### src/rtl/sel_stream_mux.sv
// Selects one of CHANNELS valid/ready input streams into a single registered output stage.
// Define SEL_STREAM_MUX_RR_EN for round-robin arbitration; the default build uses Control as a fixed select.
module sel_stream_mux #(
  parameter int WIDTH    = 8,
  parameter int CHANNELS = 4,
  parameter int SELW     = 2
) (
  input  logic                      Clock,
  input  logic                      nReset,
  input  logic                      Clear,
  input  logic [SELW-1:0]           Control,
  input  logic [CHANNELS*WIDTH-1:0] in_data,
  input  logic [CHANNELS-1:0]       in_valid,
  output logic [CHANNELS-1:0]       in_ready,
  output logic [WIDTH-1:0]          out_data,
  output logic                      out_valid,
  input  logic                      out_ready,
  output logic [SELW-1:0]           out_sel
);

  logic            grant_vld;
  logic [SELW-1:0] grant;
  logic            accept_ok;
  logic            load;

`ifdef SEL_STREAM_MUX_RR_EN
  logic [SELW-1:0] rr_ptr;

  // Search starts one past the last loaded channel, wrapping around.
  always_comb begin
    grant_vld = 1'b0;
    grant     = '0;
    for (int k = 1; k <= CHANNELS; k++) begin
      if (!grant_vld && in_valid[(int'(rr_ptr) + k) % CHANNELS]) begin
        grant_vld = 1'b1;
        grant     = SELW'((int'(rr_ptr) + k) % CHANNELS);
      end
    end
  end

  always_ff @(posedge Clock or negedge nReset) begin
    if (!nReset) begin
      rr_ptr <= SELW'(CHANNELS - 1);
    end else if (Clear) begin
      rr_ptr <= SELW'(CHANNELS - 1);
    end else if (load) begin
      rr_ptr <= grant;
    end
  end
`else
  always_comb begin
    grant_vld = (32'(Control) < CHANNELS);
    grant     = Control;
  end
`endif

  // Reset is folded in so no channel is ever told it was accepted while held in reset.
  assign accept_ok = nReset && grant_vld && !Clear && (!out_valid || out_ready);
  assign load      = accept_ok && in_valid[grant];

  always_comb begin
    in_ready = '0;
    if (accept_ok) in_ready[grant] = 1'b1;
  end

  always_ff @(posedge Clock or negedge nReset) begin
    if (!nReset) begin
      out_valid <= 1'b0;
      out_data  <= '0;
      out_sel   <= '0;
    end else if (Clear) begin
      out_valid <= 1'b0;
      out_data  <= '0;
      out_sel   <= '0;
    end else if (load) begin
      out_valid <= 1'b1;
      out_data  <= in_data[int'(grant)*WIDTH +: WIDTH];
      out_sel   <= grant;
    end else if (out_ready) begin
      out_valid <= 1'b0;
    end
  end

endmodule

### config.mk
export PLATFORM = sky130hd
export DESIGN_NAME = sel_stream_mux
export DESIGN_NICKNAME = d
export VERILOG_FILES = /design/src/rtl/sel_stream_mux.sv
export SDC_FILE = /design/constraint.sdc
export NUM_CORES = 1
export LEC_CHECK = 0
export ABC_AREA = 1
export CORE_ASPECT_RATIO = 1.2
export CORE_MARGIN = 3
export CORE_UTILIZATION = 37
export CTS_CLUSTER_DIAMETER = 30
export DETAILED_ROUTE_END_ITERATION = 10
export PLACE_DENSITY = 0.85
export SLEW_MARGIN = 20
export SYNTH_ARGS = -nofsm -noshare
export SYNTH_HDL_FRONTEND = slang
export SYNTH_SLANG_ARGS = --single-unit
### constraint.sdc
create_clock -name Clock -period 2.6 [get_ports Clock]
set_clock_uncertainty 0.2 [all_clocks]
set_input_delay 0.78 -clock Clock [delete_from_list [all_inputs] [get_ports Clock]]
set_output_delay 0.78 -clock Clock [all_outputs]
set_load 0.01 [all_outputs]
Yosys cells after proc, flatten, opt, wreduce, memory -nomap -nowiden
Cells that the tools add are included.
{"block": "word_totals", "memories": 0, "ff_bits": 11, "latch_bits": 0, "out_inout_bits": 15, "mem_bits_ro": 0, "ram_bits": 0}
{"block": "op_classes", "shift": 1, "reduce_logical": 9, "div": 0, "n_addsub": 0, "bitwise": 0, "mux": 12, "magnitude_cmp": 2, "mul": 0, "n_eq_ne": 0}
{"operator": "32-bit by 6-bit indexed part select with 8-bit output", "n": 1}
{"operator": "8-bit 2-to-1 mux", "n": 2}
{"operator": "1-bit 2-to-1 mux", "n": 5}
{"operator": "1-bit logical AND", "n": 4}
{"operator": "2-bit 2-to-1 mux", "n": 2}
{"operator": "4-bit 2-to-1 mux", "n": 1}
{"operator": "2-bit by 3-bit less-than comparator with 1-bit output, second input constant", "n": 1}
{"operator": "3-bit nonzero test", "n": 1}
{"operator": "1-bit binary-select mux with 2-bit select", "n": 1}
{"operator": "1-bit demux with 2-bit select", "n": 1}
{"operator": "2-bit by 1-bit >= comparator with 1-bit output, second input constant", "n": 1}
{"operator": "1-bit zero test", "n": 2}
{"operator": "2-bit nonzero test", "n": 1}
{"operator": "1-bit logical OR", "n": 1}

Longest topological paths before layout
{"block": "logic_depth", "depth_word": 6, "depth_mapped": 10, "depth_no_buf": 8}

Worst setup path before layout
No wires, ideal clock.
{"block": "synth_path", "kind": "input to output", "from": "in Clear", "to": "out in_ready[0]", "path_slack_ns": 0.202, "cell_stages": 5, "arrival_time_ns": 1.418, "path_buffers": 0, "cell_sequence": "inv_1 -> nand2_1 -> nor2_1 -> inv_1 -> nor3_1"}
{"block": "synth_between", "elab_chain_len": 4}
{"element": "start: declaration", "line": "10", "rtl": "input logic Clear,"}
{"element": "1-bit zero test", "line": "58", "rtl": "assign accept_ok = nReset && grant_vld && !Clear && (!out_valid || out_ready);"}
{"element": "1-bit logical AND (2 in a row)", "line": "58"}
{"element": "4-bit 2-to-1 mux", "line": "63", "rtl": "if (accept_ok) in_ready[grant] = 1'b1;"}
{"element": "end: declaration", "line": "14", "rtl": "output logic [CHANNELS-1:0] in_ready,"}
Every way passes these cells.

Final worst setup path
{"block": "layout_path", "from": "in Clear", "to": "out in_ready[1]"}
Same word-level chain as after synthesis.

==> flow_summary.toml <==
[cells_and_area]
nFillCells = 136
regArea_um2 = 275.3
fin_util_pct = 76.79
num_antenna_cells = 0
multi_input_area_um2 = 459.2
area_growth_syn_to_layout_pct = 87.38
nets = 227
drive_gt1_share_pct = 21.74

[run]
max-cap-violations = 0

[timing]
hold_viol = 0
fmax_mhz = 399.4
relSlewSlack_pct = 86.02
tightest_slew_ns = 0.2097
rsz0062_at_grt = "no"
tns_ns = 0
period_share_pct = 96.30
maxSlewViolCount = 0
finalCriticalPeriod_ns = 2.504
setup_viol = 0

[worst_setup_path]
reg2reg_from = "out_valid"
cp-start-kind = "primary input"
reg2reg_slack_ns = 1.17
worstPathRequired_ns = 1.62
r2r.worst_path.cells = 7
slowest_stage = "nor2_4"
crit_arrival_ns = 1.52
crit-reg2reg-capture = "out_sel[0]"
end_kind = "primary output"
path_class = "in -> out"
cp_top_family = "simple AND/OR/NAND/NOR gates"
crit_chain = "clkbuf_2, inv_2, nand2_2, nor2_4, inv_4, nor3_2, buf_2"
critPathBufInv = 4
crit_path_max_incr_delay_ns = 0.15
worstPathMaxFanout = 4

[clocking]
cts_buffers = 3
cts_tree = "yes"
clock_sinks = 11
cts_root_buffer = "clkbuf_4"
clock_latency_ns = 0.26
htreeDepth = 1
clk_pin_slew_ns = 0.07
clockBufferDepth = 2

[pwr]
p_seq_share_pct = 38.5
power_switching_uw = 136.7
p_clk_share_pct = 23.3
swShare_pct = 28.26
p_per_area_nw_per_um2 = 325.4
p_comb_share_pct = 38.2
p_leak_nw = 0.6954
p_int_uw = 347.0
peakVddDrop_uv = 149.8

[route]
vias_per_cell = 5.094
drt_iter0_drc = 26
vias = 1080
ant_nets = 0
routed_wl_mm = 2.683
dr.pass1.iters = 4
drc = 0
wl_per_cell_um = 12.66

[min_path]
hold_path_class = "in -> async"

[floorplanning]
fp.dieW_um = 48.27
dieArea_um2 = 2738
ios = 57
die_h_um = 56.72
start_util_pct = 40.98
row_count = 17
coreArea_um2 = 1936

[logic_synthesis]
syn_area_per_cell_um2 = 6.838
synth_top_area_share_pct = 34.70
syn_inst = 116
syn_nets = 158
yosysTopAreaCell = "dfrtp_1"
ys_types = 12
yosysSeqAreaShare_pct = 34.70
synth-seq-cells = 11
yosys-top-cells-area = "dfrtp_1, nand3_1, nand2_1"
yosys_warnings = 0
syn_area_um2 = 793.3

[global_route]
first_global_vias = 997
grt_overflow = 0
busiest_layer = "met2"
antenna_found_initial = 0
use_met1_pct = 26.37
use_met3_pct = 6.090
grt_use_total_pct = 21.27
grt_pass1_wl_mm = 4.305
grt_max_degree = 20
globalRouteMet2Util_pct = 34.14

[place]
hpwl_mm = 2.048
gp_congestion = 0.8750
portBuffers = 56

[outcome]
status = "finished, final reports clean"
==> final cells by class <==
class,count,area share (%)
clock buffers,4,1.768
inverters,5,1.431
multi-input cells,89,30.89
flip-flops and latches,11,18.52
well taps,28,2.357
repair buffers,75,45.03
==> cell usage after synthesis <==
| cell type | number |
|---|---|
| buf_2 | 7 |
| buf_4 | 2 |
| buf_6 | 2 |
| dfrtp_1 | 11 |
| inv_1 | 3 |
| inv_2 | 2 |
| nand2_1 | 22 |
| nand2_2 | 1 |
| nand3_1 | 52 |
| nand4_1 | 8 |
| nor2_1 | 2 |
| nor3_1 | 4 |
==> sequential cells by signal, summed over array words and instances, names as in the netlist <==
register   flops
out_valid      1
out_data       8
out_sel        2
==> cell usage in the layout (no fill, tap or decap) <==
master           count
nor2_4               1
nand2_2              2
inv_4                1
inv_1                1
nor3_2               4
clkbuf_2             2
dlygate4sd2_1        3
buf_4               19
nor2_2               1
nand3_1             52
clkbuf_1             1
nand2_1             21
nand4_1              8
clkdlybuf4s50_1     47
dfrtp_1             11
inv_2                3
clkbuf_4             3
buf_2                4
==> how the worst max path moves through the flow <==
stage,startpoint,endpoint,depth (start not counted)
5_1_grt,out_ready,in_ready[1],6
3_5_place_dp,nReset,in_ready[1],6
2_1_floorplan,Clear,in_ready[0],5
4_1_cts,Clear,in_ready[3],7
3_3_place_gp,nReset,in_ready[0],6
6_report,Clear,in_ready[1],7
==> metal layers <==
metal,up-vias,share of wire [%]
li1,540,-
met1,478,38
met2,60,52
met3,2,9.5
met4,0,0.45
met5,-,0
==> logic make-up (layout without fill, tap and decap cells) <==
group	after synthesis	after routing	share of synthesized area (%)
DFF	11	11	34.70
buffers and inverters	16	84	11.51
and+or+nand+nor	89	89	53.79
==> stage by stage <==
step	power (mW)	std cells	area (um2)	setup slack (ns)	hold slack (ns)
final	0.4837	212	1486	0.09620	0.2742
after CTS	0.4829	212	1480	0.01822	0.3073
after global routing	0.5133	212	1486	0.006550	0.2762
after detailed placement	0.3604	198	1384	-0.6871	0.2887
after floorplan	0.2578	116	793.3	0.2020	0.2844
after global placement	0.3560	198	1384	-0.6735	0.2864
==> power by group through the flow <==
stage | Sequential (mW) | Clock (mW) | Combinational, mW
after global routing | 0.188 | 0.125 | 0.201
after global placement | 0.188 | 0 | 0.168
after detailed placement | 0.189 | 0 | 0.171
final | 0.186 | 0.113 | 0.185
after CTS | 0.186 | 0.116 | 0.181
after floorplan | 0.193 | 0 | 0.0645
==> what timing repair did <==
| action | in CTS | in global routing |
|---|---|---|
| setup endpoints to repair | 4 | 7 |
| pin swaps | 2 | 4 |
| buffers inserted | 10 | 0 |
| resized for setup | 28 | 8 |
| hold buffers | 0 | 0 |
Note: power is estimated with default switching activity, not from simulation.
